[src/rtl/shift_reg_univ.sv]
// Universal shift register: hold / shift up / shift down / parallel load,
// with optional rotate and a burst controller for N back-to-back shifts.
module shift_reg_univ #(
    parameter int WIDTH = 4,
    parameter int DEPTH = 4,
    parameter int CNT_W = $clog2(DEPTH + 1)
) (
    input  logic                   clk,
    input  logic                   reset,
    input  logic                   en,
    input  logic [1:0]             mode,
    input  logic                   rot,
    input  logic [WIDTH-1:0]       sin_lo,
    input  logic [WIDTH-1:0]       sin_hi,
    input  logic [DEPTH*WIDTH-1:0] pin,
    input  logic                   start,
    input  logic                   burst_dir,
    input  logic [CNT_W-1:0]       burst_len,
    output logic [DEPTH*WIDTH-1:0] pout,
    output logic [WIDTH-1:0]       sout_hi,
    output logic [WIDTH-1:0]       sout_lo,
    output logic                   busy,
    output logic                   done
);

    typedef logic [DEPTH-1:0][WIDTH-1:0] stages_t;
    typedef enum logic {IDLE, RUN} state_t;

    localparam logic [CNT_W-1:0] CNT_ONE = CNT_W'(1);

    stages_t          stage_q, stage_d;
    state_t           state_q, state_d;
    logic [CNT_W-1:0] cnt_q, cnt_d;
    logic             dir_q, dir_d;
    logic             rot_q, rot_d;
    logic             done_q, done_d;

    // One-position shift; the vacated end takes the serial input or,
    // when rotating, the stage that just fell off the other end.
    function automatic stages_t shift_f(
        input stages_t          cur,
        input logic             down,
        input logic             r,
        input logic [WIDTH-1:0] lo,
        input logic [WIDTH-1:0] hi
    );
        stages_t nxt;
        nxt = cur;
        if (down) begin
            for (int i = 0; i < DEPTH - 1; i++) nxt[i] = cur[i+1];
            nxt[DEPTH-1] = r ? cur[0] : hi;
        end else begin
            for (int i = 1; i < DEPTH; i++) nxt[i] = cur[i-1];
            nxt[0] = r ? cur[DEPTH-1] : lo;
        end
        return nxt;
    endfunction

    always_comb begin
        stage_d = stage_q;
        state_d = state_q;
        cnt_d   = cnt_q;
        dir_d   = dir_q;
        rot_d   = rot_q;
        done_d  = 1'b0;
        unique case (state_q)
            IDLE: begin
                if (start) begin
                    dir_d = burst_dir;
                    rot_d = rot;
                    cnt_d = burst_len;
                    if (burst_len == '0) done_d  = 1'b1;
                    else                 state_d = RUN;
                end else if (en) begin
                    unique case (mode)
                        2'b00: ;
                        2'b01: stage_d = shift_f(stage_q, 1'b0, rot, sin_lo, sin_hi);
                        2'b10: stage_d = shift_f(stage_q, 1'b1, rot, sin_lo, sin_hi);
                        2'b11: stage_d = stages_t'(pin);
                    endcase
                end
            end
            RUN: begin
                stage_d = shift_f(stage_q, dir_q, rot_q, sin_lo, sin_hi);
                cnt_d   = cnt_q - CNT_ONE;
                if (cnt_q == CNT_ONE) begin
                    state_d = IDLE;
                    done_d  = 1'b1;
                end
            end
            default: state_d = IDLE;
        endcase
    end

    always_ff @(posedge clk or negedge reset) begin
        if (!reset) begin
            stage_q <= '0;
            state_q <= IDLE;
            cnt_q   <= '0;
            dir_q   <= 1'b0;
            rot_q   <= 1'b0;
            done_q  <= 1'b0;
        end else begin
            stage_q <= stage_d;
            state_q <= state_d;
            cnt_q   <= cnt_d;
            dir_q   <= dir_d;
            rot_q   <= rot_d;
            done_q  <= done_d;
        end
    end

    assign pout    = stage_q;
    assign sout_hi = stage_q[DEPTH-1];
    assign sout_lo = stage_q[0];
    assign busy    = (state_q == RUN);
    assign done    = done_q;

endmodule

[config.mk]
export PLATFORM = sky130hd
export DESIGN_NAME = shift_reg_univ
export DESIGN_NICKNAME = d
export VERILOG_FILES = /design/src/rtl/shift_reg_univ.sv
export SDC_FILE = /design/constraint.sdc
export NUM_CORES = 1
export LEC_CHECK = 0
export ABC_AREA = 1
export CAP_MARGIN = 40
export CORE_MARGIN = 5
export CORE_UTILIZATION = 51
export DETAILED_ROUTE_END_ITERATION = 12
export PLACE_DENSITY = 0.95
export SYNTH_ARGS = -nofsm -noshare
export SYNTH_HDL_FRONTEND = slang
export SYNTH_SLANG_ARGS = --single-unit
[constraint.sdc]
create_clock -name clk -period 3.5 [get_ports clk]
set_input_delay 0.7 -clock clk [delete_from_list [all_inputs] [get_ports clk]]
set_output_delay 0.7 -clock clk [all_outputs]
set_load 0.01 [all_outputs]
# [After elaboration in Yosys (flattened, before gate mapping)]
# Index checks and enable logic that the tools add are counted.
[word_totals] in_bits=35 output_inout_bits=26 wordCells=41 register_bits=23
[classes] eq_ne=8 mux=19 add_sub_neg=1 bitwise=1 n_reduce_logical=3
[ops] cell="16-bit 2-to-1 mux" n=3
[ops] cell="16-bit case mux with 3 select lines" n=1
[ops] cell="16-bit case mux with 2 select lines" n=1
[ops] cell="4-bit 2-to-1 mux" n=4
[ops] cell="1-bit 2-to-1 mux" n=6
[ops] cell="2-bit inequality test (second input constant)" n=3
[ops] cell="3-bit case mux with 2 select lines" n=1
[ops] cell="2-bit equality test (second input constant)" n=2
[ops] cell="4-bit by 1-bit inequality test with 1-bit output (second input constant)" n=1
[ops] cell="1-bit case mux with 2 select lines" n=2
[ops] cell="3-bit by 1-bit equality test with 1-bit output (second input constant)" n=1
[ops] cell="3-bit logical NOT" n=1
[ops] cell="3-bit 2-to-1 mux" n=1
[ops] cell="3-bit AND reduction" n=1
[ops] cell="3-bit by 1-bit subtractor with 3-bit output (second input constant)" n=1
[ops] cell="2-bit by 1-bit equality test with 1-bit output (second input constant)" n=1
[ops] cell="2-bit AND reduction" n=1
[ops] cell="1-bit inverter" n=1

# [Logic depth before layout (Yosys ltp)]
[depth] depth_word=5 ltp_mapped=9

# [Least setup slack after synthesis]
# Ideal clock, no wire load.
[synth_path] path_type="input-to-reg" from="input port en" to="register stage_q (netlist bit sout_hi[2])" setup_time_ps=124 t_required_ps=3376 slack_ps=2097 stages=8 arrival_time_ps=1279 cell_sequence="inv_1 > nor2_1 > nand2_2 > nand2_4 > inv_2 > buf_6 > nand2_1 > nand3_1"
[synth_via] elab_chain_len=2
[synth_lines] item="from (decl)" line_no="10" rtl="input logic en,"
[synth_lines] item="2-bit inequality test (no source line)"
[synth_lines] item="3-bit AND reduction (no source line)"
[synth_lines] item="to (signal assigned)" line_no="104" rtl="stage_q <= stage_d;"
[synth_lines] item="to (decl)" line_no="31" rtl="stages_t stage_q, stage_d;"
# Every way passes these cells.
# A chain may end at the register's enable or synchronous reset.

# [Worst setup path after layout]
[layout_path] from="input port mode[0]" to="register stage_q (netlist bit sout_hi[1])"
[layout_via] elab_chain_len=5 elab_cells_between_ends=9
[layout_lines] item="from (decl)" line_no="11" rtl="input logic [1:0] mode,"
[layout_lines] item="2-bit equality test or 2-bit by 1-bit equality test with 1-bit output (tied branches)" line_no="75" rtl="unique case (mode)"
[layout_lines] item="16-bit case mux with 3 select lines" line_no="75"
[layout_lines] item="16-bit 2-to-1 mux" line_no="74" rtl="end else if (en) begin"
[layout_lines] item="16-bit 2-to-1 mux" line_no="68" rtl="if (start) begin"
[layout_lines] item="16-bit case mux with 2 select lines" line_no="66" rtl="unique case (state_q)"
# Parallel ways exist; a longest one is shown, timed or not. The select of a mux whose other input is x is not followed.

==> run metrics <==
Leakage=1.263 nW; hold buffer count at CTS=0; Mapped Nets=roughly 360; Sink Count=23; Synth top area share=0.2979; cell count after synthesis=around 330; WL per Instance=about 13 um; Final period util=0.6526; top cells by count, synth=nand2_1 (133), nand3_1 (41), inv_1 (33); DRT Pass-1 Iters=7; Layout Skew=~1.5 ps; Crit. Startpoint=mode[0]; 1st-iter DRT viols=approximately 300; Data required, critical path=about 3700 ps; startpoint types=primary input; CTS clk-pin slew, worst paths=80 ps; Final setup viols=0; FF+latch count, synth=23; Peak VDD IR=0.0004431 V; Reg2Reg Capture Point=sout_lo[2]$_DFFE_PN0P_; CP max-delay cell=clkdlybuf4s50_1; final core utilization=0.6832; DRT antenna net count=0; Ys Warns=0; crit-path max FO=18; Post-Route Setup TNS=0 ps; ANT cells=0; CP arrival=2440 ps; Top delay family on crit path=buffers and inverters; IO buf count=60; Final Net Count=between 400 and 500; hold endpoint=pout[9]$_DFFE_PN0P_; Synth area leader=dfrtp_1; Total GRT Usage=0.2250; RSZ-0062 raised after global routing=no; vias in the first global route=between 2000 and 2500; vias per std cell=about 5.4; Die Y-Extent=slightly above 70 um; buffers and inverters on the worst path=3; share of layout cells above drive strength 1=0.04632; clock root buffer=clkbuf_8; CTS tree=built; delay of the slowest cell on the worst path=around 850 ps; vias=between 2000 and 2500; final slew viol count=0; fmax=437.8 MHz; Final WS setup=between 1000 and 1500 ps; Post-synth EDFFs=0; Slew HR=0.4975; Pwr Density=between 700 and 800 nW/um2; prevailing post-synth register cell=dfrtp_1; Cell Rows=22; IO Pins=just over 60; number of CTS-inserted buffers=3; Skew-Pair Late Insertion Delay=270 ps; sequential area share after synthesis=0.2979; area post-placement=2455 um2; mapped cell area=1932 um2; Reg2Reg Depth=6; initial antenna violation count=0; Residual DRC=0; dominant cells by area after synthesis=dfrtp_1 (30%), nand2_1 (26%), nand3_1 (11%); P&R area growth vs syn=29.47%; endpoints failing hold=0; first-pass GRT wire length=~9400 um; most numerous cell in the Yosys netlist=nand2_1; Die ar.=approximately 5100 um2; post_cts resized=0; crit path time final=approximately 2300 ps; slew of the pin with the lowest slew margin=753.8 ps; largest net degree at the start of global routing=31; Initial Util=0.5277; post-synth cell types=21; status=completed; worst hold path class=reg2reg; Worst Hold Margin=approximately 580 ps; hold path startpoint=pout[9]$_DFFE_PN0P_; hold depth=2; Avg Cell Area, Syn=between 5 and 6 um2; Die Wd=roughly 70 um; Core Region=roughly 3700 um2; CP Capture Type=flop; H-Tree Depth=1; worst-path cell chain=clkdlybuf4s50_1 -> inv_2 -> nand2_1 -> nand2_2 -> nand2_4 -> inv_2 -> nand2_1 -> nand3_1; # Post-CTS Setup Buffers=0; CTS Buffer Depth=2; flop2flop setup slack=~1700 ps; pre-CTS setup slack=roughly 970 ps; worst flop-to-flop path startpoint=dir_q$_DFFE_PN0P_; CP Class=in2reg; post-route cell area=2501 um2; GPL Wtd Cong=around 0.9; DP HPWL=3980 um; ys async rst share=1.000; Max-Cap Viols=0; GRT overflow=0; Routed WL=5569 um
cell usage in the layout, fill, tap and decap left out, drive strengths merged, types with 2 or more instances in the layout:
master	synthesis	final
nand2	135	135
clkdlybuf4s50	0	60
nand3	41	41
inv	39	39
dfrtp	23	23
o21ai	19	19
a21oi	18	18
nor2	18	18
clkbuf	0	3
o221ai	2	2
ha	2	2
buf	24	2
flip-flops by register name, summed over array words and instances, names as in the netlist:
| name | cells |
|---|---|
| pout | 8 |
| busy | 1 |
| rot_q | 1 |
| cnt_q | 3 |
| sout_lo | 4 |
| done | 1 |
| sout_hi | 4 |
| dir_q | 1 |
how the worst max path moves through the flow:
stage	end	slack, ps	cells past startpoint
6_report	sout_hi[1]$_DFFE_PN0P_	1220	8
3_3_place_gp	sout_hi[3]$_DFFE_PN0P_	1020	8
4_1_cts	sout_hi[1]$_DFFE_PN0P_	1250	8
2_1_floorplan	sout_hi[2]$_DFFE_PN0P_	2100	8
5_1_grt	sout_hi[1]$_DFFE_PN0P_	1140	8
3_5_place_dp	sout_hi[1]$_DFFE_PN0P_	970	8
metal layers:
metal	wire length, um	track usage	vias up
met4	104	0.06889	0
met1	2341	0.2961	1005
met5	0	0	-
met2	2657	0.3755	122
met3	466	0.03927	13
li1	-	-	1092
worst min-delay path: cells and delay by family, from the launching register on:
family	cells	cell delay [ps]
DFF	1	420
and+or+nand+nor	2	130
final cells by class:
cell class                 instances  area, um2
fill                             324       1160
multi-input combinational        239       1050
timing repair buffer              62      623.1
sequential                        23      575.6
inverter                          39      146.4
tap                               48      60.06
clock buffer                       3      41.29
clock inverter                     1      5.005
power breakdown:
group	total (mW)	internal (mW)	switching (mW)	leakage, nW
Combinational	1.17	0.553	0.616	0.957
Clock	0.172	0.0798	0.0919	0.0255
Sequential	0.635	0.400	0.235	0.280
Total	1.98	1.03	0.943	1.26
cell families after synthesis:
family          after synthesis  share of synthesized area
fa+ha+maj                     2                    0.01295
simple gates                196                     0.4171
compound gates               40                     0.1088
xor+xnor                      1                   0.004535
buf+inv                      63                     0.1587
flops                        23                     0.2979
metrics by stage:
stage          cells  total power [mW]
3_5_place_dp     411             1.788
3_3_place_gp     410             1.755
6_report         415             1.975
4_1_cts          415             1.967
2_1_floorplan    325             1.393
5_1_grt          415             2.170
(Power assumes the default switching activity.)
